File: config.mk
export PLATFORM = sky130hd
export DESIGN_NAME = apb_requester
export DESIGN_NICKNAME = d
export VERILOG_FILES = /design/src/rtl/apb_pkg.sv /design/src/rtl/apb_timeout_counter.sv /design/src/rtl/apb_requester.sv
export SDC_FILE = /design/constraint.sdc
export NUM_CORES = 1
export LEC_CHECK = 0
export ABC_AREA = 1
export BUFFER_PORTS_ARGS = -buffer_cell sky130_fd_sc_hd__buf_4
export CAP_MARGIN = 20
export CORE_ASPECT_RATIO = 0.7
export CORE_MARGIN = 5
export CORE_UTILIZATION = 30
export DETAILED_ROUTE_END_ITERATION = 10
export PLACE_DENSITY = 0.57
export SETUP_SLACK_MARGIN = 0.1
export SYNTH_ARGS = -nofsm -noshare
export SYNTH_HDL_FRONTEND = slang
export SYNTH_HIERARCHICAL = 1
export SYNTH_SLANG_ARGS = --single-unit
export TNS_END_PERCENT = 50
File: constraint.sdc
create_clock -name pclk -period 2.95 [get_ports pclk]
set_input_delay 0.4425 -clock pclk [delete_from_list [all_inputs] [get_ports pclk]]
set_output_delay 0.4425 -clock pclk [all_outputs]
set_load 0.01 [all_outputs]
File: src/rtl/apb_pkg.sv
// Shared types for the APB requester: FSM state encoding and the response record.
package apb_pkg;

    localparam int RSP_DATA_MAX = 32;

    typedef enum logic [1:0] {
        ST_IDLE   = 2'd0,
        ST_SETUP  = 2'd1,
        ST_ACCESS = 2'd2,
        ST_RESP   = 2'd3
    } apb_state_e;

    typedef struct packed {
        logic [RSP_DATA_MAX-1:0] rdata;
        logic                    err;
        logic                    timeout;
    } apb_rsp_t;

    // Bit width needed to index n items, never below one bit.
    function automatic int width_min1(input int n);
        return (n > 1) ? $clog2(n) : 1;
    endfunction

endpackage

File: src/rtl/apb_timeout_counter.sv
// Saturating ACCESS-cycle counter; flags the cycle in which the limit is reached.
module apb_timeout_counter #(
    parameter int CNT_WIDTH = 1
) (
    input  logic                 pclk,
    input  logic                 presetn,
    input  logic                 enable,
    input  logic                 clear,
    input  logic [CNT_WIDTH-1:0] limit,
    output logic                 expired
);

    logic [CNT_WIDTH-1:0] count_r;

    // Count elapsed ACCESS cycles, holding at all-ones instead of wrapping.
    always_ff @(posedge pclk) begin
        if (!presetn) begin
            count_r <= '0;
        end else if (clear) begin
            count_r <= '0;
        end else if (enable && (count_r != {CNT_WIDTH{1'b1}})) begin
            count_r <= count_r + CNT_WIDTH'(1);
        end else begin
            count_r <= count_r;
        end
    end

    // count_r is zero during the first ACCESS cycle, so the current cycle number is count_r+1.
    always_comb begin
        expired = 1'b0;
        if (enable && (limit != '0)) begin
            expired = (({1'b0, count_r} + (CNT_WIDTH + 1)'(1)) >= {1'b0, limit});
        end else begin
            expired = 1'b0;
        end
    end

endmodule

File: src/rtl/apb_requester.sv
// APB requester (APB2..APB5): turns one request handshake into one APB transfer
// and returns the outcome on a valid/ready response channel.
module apb_requester
    import apb_pkg::*;
#(
    parameter int VERSION            = 2,
    parameter int PSEL_WIDTH         = 1,
    parameter int ADDR_WIDTH         = 32,
    parameter int DATA_WIDTH         = 32,
    parameter int Pstrb_Support      = 0,
    parameter int Protection_Support = 0,
    parameter int TIMEOUT_CYCLES     = 0
) (
    input  logic                                           pclk,
    input  logic                                           presetn,
    input  logic                                           req_valid,
    output logic                                           req_ready,
    input  logic                                           req_write,
    input  logic [ADDR_WIDTH-1:0]                          req_addr,
    input  logic [DATA_WIDTH-1:0]                          req_wdata,
    input  logic [DATA_WIDTH/8-1:0]                        req_strb,
    input  logic [2:0]                                     req_prot,
    input  logic [((PSEL_WIDTH > 1) ? $clog2(PSEL_WIDTH) : 1)-1:0] req_sel,
    output logic                                           rsp_valid,
    input  logic                                           rsp_ready,
    output logic [DATA_WIDTH-1:0]                          rsp_rdata,
    output logic                                           rsp_err,
    output logic                                           rsp_timeout,
    output logic [ADDR_WIDTH-1:0]                          paddr,
    output logic [PSEL_WIDTH-1:0]                          psel,
    output logic                                           penable,
    output logic                                           pwrite,
    output logic [DATA_WIDTH-1:0]                          pwdata,
    output logic [DATA_WIDTH/8-1:0]                        pstrb,
    output logic [2:0]                                     pprot,
    input  logic                                           pready,
    input  logic [DATA_WIDTH-1:0]                          prdata,
    input  logic                                           pslverr
);

    localparam int CNT_WIDTH = width_min1(TIMEOUT_CYCLES + 1);
    localparam bit STRB_EN   = (Pstrb_Support != 0) && (VERSION >= 4);
    localparam bit PROT_EN   = (Protection_Support != 0) && (VERSION >= 4);
    localparam bit WAIT_EN   = (VERSION >= 3);

    apb_state_e              state_r, state_s;
    apb_rsp_t                rsp_r, rsp_s;
    logic                    req_ready_s, rsp_valid_s, penable_s, pwrite_s;
    logic [PSEL_WIDTH-1:0]   psel_s, sel_dec_s;
    logic [ADDR_WIDTH-1:0]   paddr_s;
    logic [DATA_WIDTH-1:0]   pwdata_s;
    logic [DATA_WIDTH/8-1:0] pstrb_s;
    logic [2:0]              pprot_s;
    logic                    pready_eff_s, pslverr_eff_s, expired_s;

    assign pready_eff_s  = WAIT_EN ? pready  : 1'b1;
    assign pslverr_eff_s = WAIT_EN ? pslverr : 1'b0;
    assign rsp_rdata     = rsp_r.rdata[DATA_WIDTH-1:0];
    assign rsp_err       = rsp_r.err;
    assign rsp_timeout   = rsp_r.timeout;

    apb_timeout_counter #(
        .CNT_WIDTH (CNT_WIDTH)
    ) u_timeout (
        .pclk    (pclk),
        .presetn (presetn),
        .enable  (state_r == ST_ACCESS),
        .clear   (state_r != ST_ACCESS),
        .limit   (CNT_WIDTH'(TIMEOUT_CYCLES)),
        .expired (expired_s)
    );

    // One-hot completer decode; an out-of-range index yields all zeros.
    always_comb begin
        sel_dec_s = '0;
        for (int i = 0; i < PSEL_WIDTH; i++) begin
            if (32'(req_sel) == i) begin
                sel_dec_s[i] = 1'b1;
            end else begin
                sel_dec_s[i] = 1'b0;
            end
        end
    end

    // Next-state and next-output logic; the APB output registers themselves hold the captured request.
    always_comb begin
        state_s     = state_r;
        req_ready_s = 1'b0;
        rsp_valid_s = rsp_valid;
        rsp_s       = rsp_r;
        psel_s      = psel;
        penable_s   = penable;
        paddr_s     = paddr;
        pwrite_s    = pwrite;
        pwdata_s    = pwdata;
        pstrb_s     = pstrb;
        pprot_s     = pprot;
        case (state_r)
            ST_IDLE: begin
                req_ready_s = 1'b1;
                if (req_valid && req_ready) begin
                    state_s     = ST_SETUP;
                    req_ready_s = 1'b0;
                    psel_s      = sel_dec_s;
                    if (|sel_dec_s) begin
                        paddr_s  = req_addr;
                        pwrite_s = req_write;
                        pwdata_s = req_wdata;
                        pstrb_s  = (STRB_EN && req_write) ? req_strb : '0;
                        pprot_s  = PROT_EN ? req_prot : 3'b000;
                    end else begin
                        paddr_s  = '0;
                        pwrite_s = 1'b0;
                        pwdata_s = '0;
                        pstrb_s  = '0;
                        pprot_s  = 3'b000;
                    end
                end else begin
                    state_s = ST_IDLE;
                end
            end
            ST_SETUP: begin
                state_s   = ST_ACCESS;
                penable_s = |psel;
            end
            ST_ACCESS: begin
                // pready is tested before the timeout so a same-cycle pready wins.
                if (!(|psel) || pready_eff_s || expired_s) begin
                    state_s     = ST_RESP;
                    rsp_valid_s = 1'b1;
                    psel_s      = '0;
                    penable_s   = 1'b0;
                    paddr_s     = '0;
                    pwrite_s    = 1'b0;
                    pwdata_s    = '0;
                    pstrb_s     = '0;
                    pprot_s     = 3'b000;
                    if (!(|psel)) begin
                        rsp_s = '{rdata: '0, err: 1'b1, timeout: 1'b0};
                    end else if (pready_eff_s) begin
                        rsp_s.err     = pslverr_eff_s;
                        rsp_s.timeout = 1'b0;
                        if (pwrite) begin
                            rsp_s.rdata = '0;
                        end else begin
                            rsp_s.rdata = RSP_DATA_MAX'(prdata);
                        end
                    end else begin
                        rsp_s = '{rdata: '0, err: 1'b1, timeout: 1'b1};
                    end
                end else begin
                    state_s = ST_ACCESS;
                end
            end
            ST_RESP: begin
                if (rsp_ready) begin
                    state_s     = ST_IDLE;
                    rsp_valid_s = 1'b0;
                    req_ready_s = 1'b1;
                end else begin
                    state_s = ST_RESP;
                end
            end
            default: begin
                state_s     = ST_IDLE;
                rsp_valid_s = 1'b0;
            end
        endcase
    end

    // State and output registers; reset drops any in-flight transfer silently.
    always_ff @(posedge pclk) begin
        if (!presetn) begin
            state_r   <= ST_IDLE;
            req_ready <= 1'b0;
            rsp_valid <= 1'b0;
            rsp_r     <= '0;
            psel      <= '0;
            penable   <= 1'b0;
            paddr     <= '0;
            pwrite    <= 1'b0;
            pwdata    <= '0;
            pstrb     <= '0;
            pprot     <= 3'b000;
        end else begin
            state_r   <= state_s;
            req_ready <= req_ready_s;
            rsp_valid <= rsp_valid_s;
            rsp_r     <= rsp_s;
            psel      <= psel_s;
            penable   <= penable_s;
            paddr     <= paddr_s;
            pwrite    <= pwrite_s;
            pwdata    <= pwdata_s;
            pstrb     <= pstrb_s;
            pprot     <= pprot_s;
        end
    end

endmodule

==> impl_metrics.csv <==
group,metric,value,unit
clock_network,htreeDepth,3,
floorplanning,core,13830,um2
critical_path,worstPathArrival,2.34,ns
power,p_switching,1867,uW
power,clkPwrFrac,25.6,%
synth,synth_top_cell_by_area,"dfxtp_1",
drt,drc,0,
synth,synthTopCellsByArea,"dfxtp_1, nand2_1, nor2_1, buf_4, a21oi_1",
synth,yosysSeqAreaShare,49.52,%
critical_path,endpoint_kind,"flip-flop",
hold_path,min_path_type,"in -> reg",
floorplanning,fp.dieH,109.0,um
floorplanning,start_util,30.40,%
power,switching_share,34.79,%
synth,yosysWarnings,6,
sta,layout_setup_ws,0.8482,ns
synth,synth_top_area_share,49.52,%
cells_and_area,area_growth,46.01,%
status,status,"finished, final reports clean",
synth,syn_area_per_cell,6.836,um2
grt,grt_pass1_vias,3901,
drt,vias_per_cell,4.262,
synth,synth_edf_count,0,
critical_path,regToRegStartpoint,"state_r[1]",
flow_run,maxCapViolCount,0,
cells_and_area,fin_util,44.39,%
sta,max_slew_margin,35.66,%
sta,maxSlewViolCount,0,
drt,routed_wl,12360,um
critical_path,crit_required,3.19,ns
power,total_power,5366,uW
synth,ys_ff_latch,104,
hold_path,min_from,"prdata[17]",
sta,tns,0,ns
power,pwr-share-comb,37.6,%
power,internal_power,3499,uW
clock_network,clkLatencyLatePin,0.35,ns
floorplanning,pin_count,221,
sta,worst_pin_slew,0.9640,ns
cells_and_area,num-fill-cells,1415,
placement,io_buffers,203,
cells_and_area,nets,910,
drt,first_pass_iters,4,
synth,synth-async-reset-ratio,0,%
clock_network,cts_resized,0,
cells_and_area,drive_above_1_share,28.29,%
sta,max_freq,475.8,MHz
power,ir_drop,0.3075,mV
synth,synth_top_cells_by_count,"nand2_1, nor2_1, dfxtp_1",
clock_network,clock_sinks,104,
drt,ant_nets,0,
critical_path,crit_path_max_fanout,94,
sta,setup_violations,0,
placement,preCtsSetupSlack,0.8546,ns
cells_and_area,antenna_cells,0,
sta,fin_crit,2.102,ns
power,cellPowerDensity,874.2,nW/um2
placement,gp_congestion,0.7502,
sta,hold_viol,0,
power,leakage,0.002904,uW
grt,grt_max_degree,95,
floorplanning,die_w,151.5,um
clock_network,clkTransAtPathRegs,0.07,ns
clock_network,post-cts-setup-buffer-count,0,
grt,track_usage,14.63,%
floorplanning,die_area,16520,um2
critical_path,worstSetupPathType,"reg -> reg",
clock_network,cts_made_buffers,9,
synth,yosysUniqueCellTypes,18,
placement,dpl.hpwl,9000,um
synth,ys.flop_type,"dfxtp_1",
drt,routedWlPerCell,12.50,um
grt,overflow,0,
drt,vias,4215,
grt,grt_pass1_wl,19140,um
clock_network,cts_buffer_depth,2,
synth,netlist_instances,615,
critical_path,start_kind,"flip-flop",
synth,synth_most_common_cell,"nand2_1",
power,seqPwrFrac,36.8,%
grt,antenna_found_initial,0,
sta,hold_slack,0.3465,ns
critical_path,crit_path_start,"state_r[1]",
synth,syn_area,4204,um2
sta,rsz0062_at_grt,"no",
drt,drtIter0Drc,216,
sta,period_share,71.25,%
floorplanning,rows,36,
sta,finalClockSkew,0.005144,ns
clock_network,cts_root_buf,"clkbuf_16",
clock_network,cts_hold_buf,0,
clock_network,cts_tree,"built",
==> power by group through the flow <==
stage               clock network (uW)  registers (uW)  logic [uW]
global route                      1480            2020        2270
finish                            1380            1970        2020
CTS                               1430            1980        2050
detailed placement                   0            2010        2040
global placement                     0            1990        2010
floorplan                            0            2130        1070
==> sequential cells by signal, indices dropped and copies added, names as in the netlist <==
| register | flops |
|---|---|
| paddr | 32 |
| rsp_valid | 1 |
| rsp_rdata | 32 |
| rsp_err | 1 |
| req_ready | 1 |
| pwrite | 1 |
| state_r | 2 |
| penable | 1 |
| pwdata | 32 |
| psel | 1 |
==> worst paths after layout <==
check                   to  slack [ns]  cells after the start
max              paddr[30]        0.85                      7
min          rsp_rdata[17]        0.35                      3
max reg2reg      paddr[30]        0.85                      7
min reg2reg   rsp_rdata[1]        0.46                      2
==> per-stage QoR <==
stage | cell area, um2 | std cells
after floorplan | 4230 | 622
after detailed placement | 5796 | 974
final | 6138 | 989
after global placement | 5796 | 974
after CTS | 6138 | 989
after global routing | 6138 | 989
==> cells in the final DEF, fill, tap and decap left out, types with 2 or more instances in the layout <==
master and count:
a21oi_1 35, a31oi_1 2, buf_12 2, buf_4 206, bufinv_16 3, clkbuf_16 9
conb_1 8, dfxtp_1 104, ha_1 4, inv_1 6, nand2_1 273, nand3b_1 2
nor2_1 133, o21ai_0 3
==> kinds of logic after synthesis <==
group / Yosys count / synth area share, %
adders and majority gates: 4 / 1.191
other: 1 / 0.08920
DFF: 104 / 49.52
buffers and inverters: 53 / 7.143
AOI/OAI and AO/OA: 41 / 5.000
and+or+nand+nor: 412 / 37.05
==> final cells by class <==
class / instances / area, um2 / share of cell area, %
Sequential cell: 104 / 2082 / 33.92
Clock inverter: 5 / 103.9 / 1.692
Tap cell: 190 / 237.7 / 3.873
Clock buffer: 10 / 239.0 / 3.893
Multi-Input combinational cell: 465 / 1863 / 30.35
Inverter: 7 / 26.28 / 0.4280
Timing Repair Buffer: 208 / 1587 / 25.85
==> metal layers <==
| metal | vias to the layer above | part of all wire (%) | GRT usage [%] |
|---|---|---|---|
| li1 | 2202 | - | - |
| met1 | 1847 | 44 | 17.95 |
| met2 | 151 | 43 | 22.85 |
| met3 | 15 | 11 | 6.606 |
| met4 | 0 | 1.7 | 5.000 |
| met5 | - | 0 | 0 |
==> critical path, cell delays in order, from the launching register on <==
cell	delay, ns
dfxtp_1	0.41
ha_1	0.40
nand2_1	0.19
nand2_4	0.35
buf_12	0.37
nand2_1	0.10
nand2_1	0.08
nor2_1	0.04
Note: power is estimated with default switching activity, not from simulation.
